### src/rtl/uart_apb_arbiter.sv
// rtl/uart_apb_arbiter.sv - two-requester round-robin APB master for the UART register slave
//
// Ports:
//   clk, rst_                    clock; synchronous active-high reset
//   reqN_valid/write/addr/wdata  command from requester N (N = 0, 1), held until reqN_ready
//   reqN_ready                   one-cycle accept pulse, high in the SETUP cycle
//   respN_valid/respN_rdata      one-cycle completion pulse; read data (0 for writes), held
//   paddr_o/pwdata_o/pwrite_o    APB address/data/direction, hold their value when idle
//   psel_o/penable_o             APB select/enable
//   prdata_i                     APB read data, sampled at the end of ACCESS
module uart_apb_arbiter #(
  parameter int         TX_GAP    = 1,
  parameter logic [3:0] TX_OFFSET = 4'h0
) (
  input  logic        clk,
  input  logic        rst_,
  input  logic        req0_valid,
  input  logic        req0_write,
  input  logic [31:0] req0_addr,
  input  logic [31:0] req0_wdata,
  output logic        req0_ready,
  output logic        resp0_valid,
  output logic [31:0] resp0_rdata,
  input  logic        req1_valid,
  input  logic        req1_write,
  input  logic [31:0] req1_addr,
  input  logic [31:0] req1_wdata,
  output logic        req1_ready,
  output logic        resp1_valid,
  output logic [31:0] resp1_rdata,
  output logic [31:0] paddr_o,
  output logic [31:0] pwdata_o,
  output logic        psel_o,
  output logic        penable_o,
  output logic        pwrite_o,
  input  logic [31:0] prdata_i
);

  localparam int GW = (TX_GAP > 1) ? $clog2(TX_GAP + 1) : 1;

  typedef enum logic [1:0] {S_IDLE, S_SETUP, S_ACCESS, S_GAP} state_t;

  state_t          r_state;
  logic            r_owner;
  logic            r_last_grant;
  logic [GW-1:0]   r_gap_cnt;
  logic            r_req0_ready;
  logic            r_req1_ready;
  logic            r_resp0_valid;
  logic            r_resp1_valid;
  logic [31:0]     r_resp0_rdata;
  logic [31:0]     r_resp1_rdata;
  logic [31:0]     r_paddr;
  logic [31:0]     r_pwdata;
  logic            r_psel;
  logic            r_penable;
  logic            r_pwrite;

  logic            w_tx_write;
  logic            w_gap_last;
  logic            w_arb_open;
  logic            w_any;
  logic            w_pick;
  logic            w_start;

  // The latched command is what is on the bus, so decode the gap from it.
  assign w_tx_write = r_pwrite && (r_paddr[5:2] == TX_OFFSET) && (TX_GAP > 0);
  assign w_gap_last = (r_gap_cnt <= GW'(1));

  // The last GAP cycle doubles as the idle arbitration point, so exactly
  // TX_GAP deselected cycles separate a TX write from the next SETUP.
  always_comb begin
    w_arb_open = 1'b0;
    case (r_state)
      S_IDLE:   w_arb_open = 1'b1;
      S_ACCESS: w_arb_open = !w_tx_write;
      S_GAP:    w_arb_open = w_gap_last;
      default:  w_arb_open = 1'b0;
    endcase
  end

  assign w_any   = req0_valid | req1_valid;
  // Single requester wins outright; a tie goes to the one not served last.
  assign w_pick  = (req0_valid & req1_valid) ? ~r_last_grant : req1_valid;
  assign w_start = w_arb_open & w_any;

  always_ff @(posedge clk) begin
    if (rst_) begin
      r_state       <= S_IDLE;
      r_owner       <= 1'b0;
      r_last_grant  <= 1'b1;
      r_gap_cnt     <= '0;
      r_req0_ready  <= 1'b0;
      r_req1_ready  <= 1'b0;
      r_resp0_valid <= 1'b0;
      r_resp1_valid <= 1'b0;
      r_resp0_rdata <= '0;
      r_resp1_rdata <= '0;
      r_paddr       <= '0;
      r_pwdata      <= '0;
      r_psel        <= 1'b0;
      r_penable     <= 1'b0;
      r_pwrite      <= 1'b0;
    end else begin
      r_req0_ready  <= 1'b0;
      r_req1_ready  <= 1'b0;
      r_resp0_valid <= 1'b0;
      r_resp1_valid <= 1'b0;

      case (r_state)
        S_IDLE: begin
          r_psel    <= 1'b0;
          r_penable <= 1'b0;
        end
        S_SETUP: begin
          r_state   <= S_ACCESS;
          r_penable <= 1'b1;
        end
        S_ACCESS: begin
          if (r_owner == 1'b0) begin
            r_resp0_valid <= 1'b1;
            r_resp0_rdata <= r_pwrite ? 32'h0 : prdata_i;
          end else begin
            r_resp1_valid <= 1'b1;
            r_resp1_rdata <= r_pwrite ? 32'h0 : prdata_i;
          end
          r_psel    <= 1'b0;
          r_penable <= 1'b0;
          if (w_tx_write) begin
            r_state   <= S_GAP;
            r_gap_cnt <= GW'(TX_GAP);
          end else begin
            r_state <= S_IDLE;
          end
        end
        S_GAP: begin
          if (r_gap_cnt != '0) begin
            r_gap_cnt <= r_gap_cnt - GW'(1);
          end
          if (w_gap_last) begin
            r_state <= S_IDLE;
          end
        end
        default: r_state <= S_IDLE;
      endcase

      // A grant overrides whatever the state branch chose for the next cycle.
      if (w_start) begin
        r_state      <= S_SETUP;
        r_psel       <= 1'b1;
        r_penable    <= 1'b0;
        r_owner      <= w_pick;
        r_last_grant <= w_pick;
        if (w_pick == 1'b0) begin
          r_paddr      <= req0_addr;
          r_pwdata     <= req0_wdata;
          r_pwrite     <= req0_write;
          r_req0_ready <= 1'b1;
        end else begin
          r_paddr      <= req1_addr;
          r_pwdata     <= req1_wdata;
          r_pwrite     <= req1_write;
          r_req1_ready <= 1'b1;
        end
      end
    end
  end

  assign req0_ready  = r_req0_ready;
  assign req1_ready  = r_req1_ready;
  assign resp0_valid = r_resp0_valid;
  assign resp1_valid = r_resp1_valid;
  assign resp0_rdata = r_resp0_rdata;
  assign resp1_rdata = r_resp1_rdata;
  assign paddr_o     = r_paddr;
  assign pwdata_o    = r_pwdata;
  assign psel_o      = r_psel;
  assign penable_o   = r_penable;
  assign pwrite_o    = r_pwrite;

endmodule

### config.mk
export PLATFORM = sky130hd
export DESIGN_NAME = uart_apb_arbiter
export DESIGN_NICKNAME = d
export VERILOG_FILES = /design/src/rtl/uart_apb_arbiter.sv
export SDC_FILE = /design/constraint.sdc
export NUM_CORES = 1
export LEC_CHECK = 0
export ABC_AREA = 1
export BUFFER_PORTS_ARGS = -buffer_cell sky130_fd_sc_hd__buf_4
export CORE_UTILIZATION = 25
export CTS_CLUSTER_DIAMETER = 200
export DETAILED_ROUTE_END_ITERATION = 6
export GPL_TIMING_DRIVEN = 0
export SKIP_CTS_REPAIR_TIMING = 1
export SYNTH_ARGS = -nofsm -noshare
export SYNTH_HDL_FRONTEND = slang
export SYNTH_SLANG_ARGS = --single-unit
### constraint.sdc
create_clock -name clk -period 1.6 [get_ports clk]
set_input_delay 0.08 -clock clk [delete_from_list [all_inputs] [get_ports clk]]
set_output_delay 0.08 -clock clk [all_outputs]
set_load 0.01 [all_outputs]
==> results by group, run 1 <==
Status
  • Outcome: finished with violations
  • Failing checks: hold timing

Worst setup path
  • Worst Path Arrival: 1820 ps
  • Critical path class: reg2reg
  • Crit. End Element: flop
  • Worst reg-to-reg path cell count: 7
  • Critical path fanouts, max: 10
  • WP data required: 1910 ps
  • R2r setup slk: 90 ps
  • Crit start category: flop

Clock tree
  • Clock Path Buffers: 2
  • CTS buffer count: 17
  • H-Tree Depth: 4
  • CTS Root Cell: clkbuf_16
  • Clock-pin transition on the worst setup and hold timing paths: 60 ps
  • Clock sinks: 139
  • Worst-skew pair later-pin latency: 420 ps
  • CTS tree: done

Synth
  • Top cells by area in the synthesized netlist: dfxtp_1 47%, nand2_1 18%, nand4_1 7.0%, nor2_1 6.3%, nand3_1 5.9%
  • Cell accounting for the most synthesized area: dfxtp_1
  • Synthesis-stage register bit count: 139
  • Async set-reset flop share out of synthesis: 0
  • Main flop type after synthesis: dfxtp_1
  • Mapped Nets: 1031
  • Leading cell type by number of instances after synthesis: nand2_1
  • Synth top cells by count: 285 x nand2_1, 139 x dfxtp_1, 100 x nor2_1, 70 x nand3_1, 67 x nand4_1
  • Yosys cell types: 19
  • Seq/Total Area, Yosys: 0.467
  • Post-Synthesis Cell Area: 5960 sq um
  • Synthesized instance count: 865
  • Top-area cell type share of the netlist area: 0.467
  • Syn_area_per_cell: 6.89 sq um
  • Post-synth EDFFs: 0
  • Synth Warn #: 0

STA
  • Final period util: 0.946
  • Fmax: 0.661 GHz
  • Final number of max-transition violations: 0
  • Final setup viols: 0
  • Slew headroom: 0.579
  • Final min period: 1510 ps
  • Pin slew with the least headroom to its limit: 631 ps
  • Fin. Hold Viols: 4
  • Hold WS: -22.1 ps
  • Worst Skew: 11.7 ps
  • Setup TNS: 0 ps

Floorplan
  • FP Rows: 56
  • Core area: 23400 sq um
  • Starting Density: 0.255
  • Die width: 156 microns
  • # IOs: 301
  • Die Height: 156 microns
  • Die area: 24400 sq um

Route
  • Drt first pass iters: 4
  • DRC: 0
  • Vias per inst: 4.48
  • Routed wire length: 22.8 mm
  • Vias: 6847
  • Routed wire length per instance: 14.9 microns
  • Remaining antenna violation count: 0
  • Number of DRC markers in iteration 0: 302

Min path
  • Worst Hold Class: in2reg
  • WHS Path Cells: 3

Global routing
  • GRT Total Usage: 0.181
  • Number of global-route vias before repair: 6447
  • Initial antenna violation count: 0
  • Global-route wire length before repair: 34.0 mm
  • Largest net degree at the start of global routing: 17
  • Overflow after GRT: 0

Pwr
  • P_int: 6.83 mW
  • Leak: 4.93 nW
  • VDD IR max: 0.422 mV
  • Comb pwr share: 0.195
  • Switching power: 2.68 mW
  • P per Cell Area: 1010 nW/um^2
  • Sw Share: 0.282
  • Clock Power Share: 0.401
  • Flop pwr share: 0.404
  • Total power: 9.51 mW

Place
  • Routability cong.: 0.805
  • Port Buffer Count: 300
  • DP HPWL: 17.0 mm

Final layout
  • Area Growth Syn to Fin: 57.3%
  • Multi-input gate area: 2740 sq um
  • Fin nets: 1363
  • Fillers: 2525
  • Share of layout cells above drive strength 1: 0.318
  • Area occupied by registers: 2790 sq um
  • ANT cells: 0

Job
  • Number of max-cap violations: 0
==> worst max-delay path: stages, from the launching register on <==
cell	delay [ps]
dfxtp_2	440
nand3_1	130
nor2_1	210
nor2_4	100
buf_6	170
buf_2	190
nand4_1	90
nand2_1	60
==> metrics by stage <==
step / std cells / worst slack [ps] / utilization / area, sq um
4_1_cts: 1515 / -163 / 0.392 / 9170
6_report: 1528 / 86.0 / 0.400 / 9370
3_3_place_gp: 1484 / -131 / 0.368 / 8610
3_5_place_dp: 1484 / -152 / 0.368 / 8610
2_1_floorplan: 865 / 353 / - / 5960
5_1_grt: 1528 / -8.74 / 0.400 / 9370
==> path summary, 6_finish.rpt <==
check / start / end
min reg2reg: resp1_rdata[24]$_SDFFE_PP0P_ / resp1_rdata[24]$_SDFFE_PP0P_
max: pwrite_o$_SDFFE_PP0P_ / paddr_o[15]$_SDFFE_PP0P_
min: prdata_i[11] / resp1_rdata[11]$_SDFFE_PP0P_
max reg2reg: pwrite_o$_SDFFE_PP0P_ / paddr_o[15]$_SDFFE_PP0P_
==> power by group through the flow <==
stage                     sequential, mW  combinational, mW  clock, mW
after floorplan                     4.00              0.738          0
after global placement              3.91               1.82          0
after detailed placement            3.92               1.82          0
after CTS                           3.84               1.83       3.91
after global routing                3.87               2.04       4.05
final                               3.84               1.85       3.81
==> cell families (layout without fill, tap and decap cells) <==
| group | Yosys count | count (layout) | synth area share |
|---|---|---|---|
| and+or+nand+nor | 528 | 528 | 0.379 |
| DFF | 139 | 139 | 0.467 |
| buffers and inverters | 105 | 449 | 0.0760 |
| AOI/OAI and AO/OA | 93 | 93 | 0.0781 |
==> layout by cell type (no fill, tap or decap), types with 2 or more instances in the layout <==
master / count
a21oi_1: 30
buf_1: 7
buf_2: 31
buf_4: 300
buf_6: 5
clkbuf_1: 24
clkbuf_16: 17
clkbuf_2: 4
clkbuf_4: 2
clkbuf_8: 3
clkinvlp_4: 4
dfxtp_1: 137
dfxtp_2: 2
dlygate4sd3_1: 15
inv_1: 27
inv_2: 5
inv_6: 2
nand2_1: 284
nand2_2: 2
nand3_1: 70
nand4_1: 67
nor2_1: 100
nor2_4: 2
o21ai_0: 38
o21ai_1: 25
==> registers in the layout, summed over array words and instances (netlist names) <==
signal,count
penable_o,1
pwdata_o,32
resp1_rdata,32
req0_ready,1
r_last_grant,1
pwrite_o,1
resp0_rdata,32
resp1_valid,1
resp0_valid,1
psel_o,1
req1_ready,1
r_owner,1
r_state,2
paddr_o,32
==> layout make-up <==
class                      instances  share of cell area
timing repair buffer             315               0.256
inverter                          33              0.0135
sequential                       139               0.297
multi-input combinational        621               0.293
tap                              319              0.0426
clock buffer                      23              0.0510
buffer                            70              0.0375
clock inverter                     8             0.00921
==> layer usage <==
layer | vias to the layer above | share of wire | global-route usage | wire [microns]
met5 | - | 0 | 0 | 0
li1 | 3499 | - | - | -
met3 | 15 | 0.058 | 0.0449 | 1330
met4 | 0 | 0.013 | 0.0542 | 305
met2 | 208 | 0.48 | 0.304 | 10900
met1 | 3125 | 0.45 | 0.227 | 10300
Power figures use the tool's default switching activity.
==> run 2: changes to the inputs <==
Settings changed: ABC_AREA 1 to not set, CORE_MARGIN set to 3.
==> results by group, run 2 <==
STA
  • Final setup viols: 72 (was 0)
  • Setup TNS: -18520 ps (was 0 ps)
  • Fmax: 0.521 GHz (was 0.661 GHz)
  • Pin slew with the least headroom to its limit: 668 ps (was 631 ps)
  • Final period util: 1.20 (was 0.946)
  • Final min period: 1920 ps (was 1510 ps)
  • Final number of max-transition violations: 0 (unchanged)
  • Final worst slack: -320 ps (was 86.0 ps)
  • RSZ-0062 raised after global routing: yes
  • Fin. Hold Viols: 0 (was 4)
  • Worst Skew: 7.78 ps (was 11.7 ps)
  • Slew headroom: 0.555 (was 0.579)

Synth
  • Post-Synthesis Cell Area: 5800 sq um (was 5960 sq um)
  • Post-synth EDFFs: 0 (unchanged)
  • Cell accounting for the most synthesized area: dfxtp_1 (unchanged)
  • Mapped Nets: 816 (was 1031)
  • Main flop type after synthesis: dfxtp_1 (unchanged)
  • Syn_area_per_cell: 8.92 sq um (was 6.89 sq um)
  • Synth Warn #: 0 (unchanged)
  • Synthesis-stage register bit count: 139 (unchanged)
  • Top-area cell type share of the netlist area: 0.480 (was 0.467)
  • Yosys cell types: 28 (was 19)
  • Synthesized instance count: 650 (was 865)
  • Leading cell type by number of instances after synthesis: dfxtp_1 (was nand2_1)
  • Top cells by area in the synthesized netlist: dfxtp_1 48%, mux2i_1 11%, a21oi_1 11%, nand2_1 8.5%, a211oi_1 7.4% (was dfxtp_1 47%, nand2_1 18%, nand4_1 7.0%, nor2_1 6.3%, nand3_1 5.9%)
  • Synth top cells by count: 139 x dfxtp_1, 131 x nand2_1, 126 x a21oi_1, 65 x mux2i_1, 57 x a211oi_1 (was 285 x nand2_1, 139 x dfxtp_1, 100 x nor2_1, 70 x nand3_1, 67 x nand4_1)
  • Seq/Total Area, Yosys: 0.480 (was 0.467)
  • Async set-reset flop share out of synthesis: 0 (unchanged)

Worst setup path
  • Worst reg-to-reg path cell count: 6 (was 7)
  • R2r setup slk: -320 ps (was 90 ps)
  • Crit start category: flop (unchanged)
  • Family with the most delay on the worst path: simple AND/OR/NAND/NOR gates (unchanged)
  • Critical path class: reg2reg (unchanged)
  • Worst path max stage delay: 560 ps (was 440 ps)
  • Critical-path cell list: or4b_4 -> or3_4 -> buf_12 -> buf_6 -> a21oi_1 -> a211oi_1 (was nand3_1 -> nor2_1 -> nor2_4 -> buf_6 -> buf_2 -> nand4_1 -> nand2_1)
  • Crit. End Element: flop (unchanged)
  • Crit Reg-Reg Startpoint: paddr_o[2]$_SDFFE_PP0P_ (was pwrite_o$_SDFFE_PP0P_)
  • CP bufs+invs: 2 (unchanged)
  • Critical path fanouts, max: 10 (unchanged)
  • Worst Path Arrival: 2190 ps (was 1820 ps)
  • Reg2Reg Capture Point: pwdata_o[30]$_SDFFE_PP0P_ (was paddr_o[15]$_SDFFE_PP0P_)
  • WP data required: 1870 ps (was 1910 ps)
  • Critical-path top delay cell: or4b_4 (was dfxtp_2)

Pwr
  • Switching power: 2.62 mW (was 2.68 mW)
  • P_int: 7.01 mW (was 6.83 mW)
  • Sw Share: 0.272 (was 0.282)
  • Clock Power Share: 0.403 (was 0.401)
  • Total power: 9.63 mW (was 9.51 mW)
  • Flop pwr share: 0.401 (was 0.404)
  • Leak: 3.95 nW (was 4.93 nW)
  • P per Cell Area: 1030 nW/um^2 (was 1010 nW/um^2)
  • VDD IR max: 0.476 mV (was 0.422 mV)
  • Comb pwr share: 0.196 (was 0.195)

Min path
  • Worst Hold Class: in2reg (unchanged)
  • WHS Path Cells: 3 (unchanged)
  • Hold Path End: pwdata_o[8]$_SDFFE_PP0P_ (was resp1_rdata[11]$_SDFFE_PP0P_)
  • Hold path startpoint: req0_wdata[8] (was prdata_i[11])

Status
  • Outcome: finished with violations (unchanged)
  • Failing checks: setup timing (was hold timing)

Floorplan
  • Die Height: 158 microns (was 156 microns)
  • Die area: 25000 sq um (was 24400 sq um)
  • Die width: 158 microns (was 156 microns)
  • Starting Density: 0.255 (about the same)
  • FP Rows: 55 (was 56)
  • # IOs: 301 (unchanged)
  • Core area: 22700 sq um (was 23400 sq um)

Global routing
  • Overflow after GRT: 0 (unchanged)
  • GRT Total Usage: 0.164 (was 0.181)
  • Initial antenna violation count: 0 (unchanged)
  • Global-route wire length before repair: 31.7 mm (was 34.0 mm)
  • Number of global-route vias before repair: 5714 (was 6447)
  • Largest net degree at the start of global routing: 17 (unchanged)

Clock tree
  • CTS Root Cell: clkbuf_16 (unchanged)
  • H-Tree Depth: 4 (unchanged)
  • Worst-skew pair later-pin latency: 410 ps (was 420 ps)
  • Clock sinks: 139 (unchanged)
  • Clock Path Buffers: 2 (unchanged)
  • CTS tree: done (unchanged)
  • Clock-pin transition on the worst setup and hold timing paths: 60 ps (about the same)
  • CTS buffer count: 17 (unchanged)

Route
  • Drt first pass iters: 4 (unchanged)
  • Routed wire length per instance: 17.1 microns (was 14.9 microns)
  • DRC: 0 (unchanged)
  • Vias per inst: 4.58 (was 4.48)
  • Vias: 5792 (was 6847)
  • Remaining antenna violation count: 0 (unchanged)
  • Routed wire length: 21.6 mm (was 22.8 mm)
  • Number of DRC markers in iteration 0: 201 (was 302)

Final layout
  • Leading cell type in the layout, fill and taps excluded: buf_4 (unchanged)
  • ANT cells: 0 (unchanged)
  • Area Growth Syn to Fin: 60.9% (was 57.3%)
  • Most frequent cells in the layout: 308 x buf_4, 137 x dfxtp_1, 130 x nand2_1 (was 300 x buf_4, 284 x nand2_1, 137 x dfxtp_1)
  • Fin nets: 1136 (was 1363)
  • Share of layout cells above drive strength 1: 0.454 (was 0.318)

Place
  • Routability cong.: 0.822 (was 0.805)
  • DP HPWL: 16.8 mm (was 17.0 mm)
  • Port Buffer Count: 299 (was 300)

Job
  • Number of max-cap violations: 0 (unchanged)
[run 2: cell count changes after synthesis, moves of 25 or more]
cell,before,now
nor2b_1,0,31
buf_2,35,5
nor2_1,100,8
mux2i_1,0,65
nand2_1,285,131
o21ai_1,25,0
a211oi_1,0,57
a21oi_1,30,126
o21ai_0,38,3
nand3_1,70,1
inv_1,27,0
nand4_1,67,0
[run 2: layer usage]
layer / up-vias / track usage / routed length, microns
met3: 12 / 0.0454 / 1510
met4: 0 / 0.0377 / 208
met1: 2662 / 0.199 / 9050
met5: - / 0 / 0
li1: 2896 / - / -
met2: 222 / 0.290 / 10800
[run 2: cell families (layout without fill, tap and decap cells)]
family	count (synthesis)	in the layout	synth area share
buffers and inverters	61	391	0.0561
multiplexers	65	65	0.112
AO/OA/AOI/OAI	198	198	0.208
flip-flops	139	139	0.480
AND/OR/NAND/NOR	187	187	0.143
[run 2: worst max path at each step]
stage	startpoint	end	cells past startpoint	slack, ps
2_1_floorplan	paddr_o[2]$_SDFFE_PP0P_	pwdata_o[22]$_SDFFE_PP0P_	6	-210
3_3_place_gp	r_state[1]$_SDFFE_PP0P_	paddr_o[21]$_SDFFE_PP0P_	6	-530
3_5_place_dp	r_state[1]$_SDFFE_PP0P_	pwdata_o[28]$_SDFFE_PP0P_	6	-550
4_1_cts	r_state[1]$_SDFFE_PP0P_	paddr_o[20]$_SDFFE_PP0P_	6	-570
5_1_grt	paddr_o[2]$_SDFFE_PP0P_	pwdata_o[30]$_SDFFE_PP0P_	6	-390
6_report	paddr_o[2]$_SDFFE_PP0P_	pwdata_o[30]$_SDFFE_PP0P_	6	-320
[run 2: power groups by stage]
stage | Sequential (mW) | Combinational, mW | Clock, mW
6_report | 3.86 | 1.89 | 3.88
5_1_grt | 3.88 | 2.05 | 4.14
4_1_cts | 3.85 | 1.83 | 3.97
3_5_place_dp | 3.92 | 1.83 | 0
3_3_place_gp | 3.92 | 1.83 | 0
2_1_floorplan | 4.00 | 0.787 | 0
[run 2: final cells by class]
type,count,area (sq um)
Buffer,59,392
Clock inverter,10,120
Clock buffer,19,453
Fill cell,2332,13400
Timing Repair Buffer,303,2270
Multi-Input combinational cell,450,2940
Tap cell,285,357
Sequential cell,139,2790
[run 2: stage by stage]
stage	area [sq um]	setup WS (ps)	cells	utilization	hold slack, ps
3_3_place_gp	8490	-535	1234	0.374	443
2_1_floorplan	5890	-212	650	-	306
5_1_grt	9320	-392	1265	0.411	4.95
4_1_cts	9060	-570	1263	0.399	3.98
6_report	9320	-320	1265	0.411	16.3
3_5_place_dp	8490	-552	1234	0.374	447
[run 2: tightest hold or removal path: cells and delay by family]
kind / cells / cell delay [ps]
AOI/OAI and AO/OA: 1 / 80
muxes: 1 / 110
buffers and inverters: 1 / 100
==> run 3: changes to the inputs <==
Settings changed: CAP_MARGIN set to 40, CORE_UTILIZATION 25 to 45, MAX_ROUTING_LAYER set to met4, PLACE_DENSITY set to 0.8.
==> results by group, run 3 (synthesis results as in run 2) <==
Status
  • Outcome: finished with violations (unchanged)
  • Failing checks: setup timing (unchanged)

Place
  • Routability cong.: 0.852 (was 0.822)
  • Port Buffer Count: 299 (unchanged)
  • DP HPWL: 15.7 mm (was 16.8 mm)
  • Placed Area: 8340 sq um (was 8490 sq um)

Worst setup path
  • Family with the most delay on the worst path: simple AND/OR/NAND/NOR gates (unchanged)
  • Worst Path Arrival: 2180 ps (was 2190 ps)
  • Crit start category: flop (unchanged)
  • Crit. End Element: flop (unchanged)
  • Worst path max stage delay: 550 ps (was 560 ps)
  • Critical-path cell list: or4b_4 -> or3_4 -> buf_12 -> buf_8 -> a21oi_4 -> a211oi_1 (was or4b_4 -> or3_4 -> buf_12 -> buf_6 -> a21oi_1 -> a211oi_1)
  • Critical path fanouts, max: 10 (unchanged)
  • Critical-path top delay cell: or4b_4 (unchanged)
  • WP data required: 1880 ps (was 1870 ps)
  • CP bufs+invs: 2 (unchanged)
  • Critical path class: reg2reg (unchanged)

Global routing
  • GRT Total Usage: 0.288 (was 0.164)
  • Number of global-route vias before repair: 6015 (was 5714)
  • Global-route wire length before repair: 31.1 mm (was 31.7 mm)
  • Overflow after GRT: 0 (unchanged)
  • Largest net degree at the start of global routing: 17 (unchanged)
  • Initial antenna violation count: 0 (unchanged)

Route
  • Vias per inst: 5.19 (was 4.58)
  • Vias: 5950 (was 5792)
  • Drt first pass iters: 4 (unchanged)
  • Routed wire length: 20.6 mm (was 21.6 mm)
  • Number of DRC markers in iteration 0: 343 (was 201)
  • Routed wire length per instance: 18.0 microns (was 17.1 microns)
  • Remaining antenna violation count: 0 (unchanged)
  • DRC: 0 (unchanged)

Floorplan
  • FP Rows: 40 (was 55)
  • Die width: 119 microns (was 158 microns)
  • Die area: 14300 sq um (was 25000 sq um)
  • Starting Density: 0.471 (was 0.255)
  • Core area: 12300 sq um (was 22700 sq um)
  • # IOs: 301 (unchanged)
  • Die Height: 119 microns (was 158 microns)

Final layout
  • Share of layout cells above drive strength 1: 0.443 (was 0.454)
  • Design Area, Final: 9110 sq um (was 9320 sq um)
  • ANT cells: 0 (unchanged)
  • Leading cell type in the layout, fill and taps excluded: buf_4 (unchanged)
  • Most frequent cells in the layout: 304 x buf_4, 137 x dfxtp_1, 130 x nand2_1 (was 308 x buf_4, 137 x dfxtp_1, 130 x nand2_1)
  • Fillers: 986 (was 2332)
  • Area occupied by registers: 2790 sq um (unchanged)
  • Fin nets: 1135 (was 1136)
  • Area Growth Syn to Fin: 57.1% (was 60.9%)
  • Multi-input gate area: 2970 sq um (was 2940 sq um)

Clock tree
  • Clock sinks: 139 (unchanged)
  • Clock-pin transition on the worst setup and hold timing paths: 60 ps (about the same)
  • CTS buffer count: 17 (unchanged)
  • CTS Root Cell: clkbuf_16 (unchanged)
  • Worst-skew pair later-pin latency: 420 ps (was 410 ps)
  • H-Tree Depth: 4 (unchanged)
  • CTS tree: done (unchanged)
  • Clock Path Buffers: 2 (unchanged)

STA
  • Worst Skew: 6.70 ps (was 7.78 ps)
  • Final number of max-transition violations: 0 (unchanged)
  • Pin slew with the least headroom to its limit: 729 ps (was 668 ps)
  • Hold WS: 4.18 ps (was 16.3 ps)
  • Fin. Hold Viols: 0 (unchanged)
  • Setup TNS: -17110 ps (was -18520 ps)
  • Final setup viols: 72 (unchanged)
  • Final worst slack: -307 ps (was -320 ps)
  • RSZ-0062 raised after global routing: yes (unchanged)
  • Slew headroom: 0.514 (was 0.555)
  • Final period util: 1.19 (was 1.20)
  • Fmax: 0.524 GHz (was 0.521 GHz)
  • Final min period: 1910 ps (was 1920 ps)

Pwr
  • VDD IR max: 0.723 mV (was 0.476 mV)
  • P per Cell Area: 1000 nW/um^2 (was 1030 nW/um^2)
  • Leak: 3.92 nW (was 3.95 nW)

Min path
  • Worst Hold Class: in2reg (unchanged)

Job
  • Number of max-cap violations: 0 (unchanged)
run 3: tightest hold or removal path, stage by stage:
cell and delay [ps]:
buf_4 110, mux2i_1 110, a211oi_1 80
run 3: through the flow:
| step | util | instances | worst slack, ps | total power, mW |
|---|---|---|---|---|
| after CTS | 0.718 | 1145 | -470 | 9.05 |
| after global routing | 0.740 | 1146 | -354 | 9.47 |
| after global placement | 0.678 | 1117 | -376 | 5.68 |
| after detailed placement | 0.678 | 1117 | -449 | 5.70 |
| final | 0.740 | 1146 | -307 | 9.12 |
| after floorplan | - | 650 | -212 | 4.79 |
run 3: metal layers:
layer,up-vias,wire length (microns),global-route usage
li1,2906,-,-
met4,0,470,0.0995
met5,-,0,-
met1,2798,7710,0.313
met2,212,10700,0.495
met3,34,1810,0.0945
run 3: worst paths after layout:
path,start,endpoint,slack [ps],cells past startpoint
min,req0_addr[25],paddr_o[25]$_SDFFE_PP0P_,4,3
min reg2reg,resp0_rdata[13]$_SDFFE_PP0P_,resp0_rdata[13]$_SDFFE_PP0P_,450,2
max reg2reg,paddr_o[2]$_SDFFE_PP0P_,pwdata_o[13]$_SDFFE_PP0P_,-310,6
max,paddr_o[2]$_SDFFE_PP0P_,pwdata_o[13]$_SDFFE_PP0P_,-310,6
run 3: power by group:
group          total, mW  switching (mW)  leakage (nW)  internal [mW]
clock network       3.37            1.35         0.245           2.01
logic               1.87           0.920          2.53          0.955
registers           3.87           0.174          1.14           3.70
total               9.12            2.45          3.92           6.67
run 3: final cells by class:
class                           instances  share of cell area
Multi-Input combinational cell        450               0.326
Sequential cell                       139               0.306
Timing Repair Buffer                  302               0.249
Clock buffer                           24              0.0518
Buffer                                 59              0.0416
Tap cell                              168              0.0231
Clock inverter                          4             0.00220
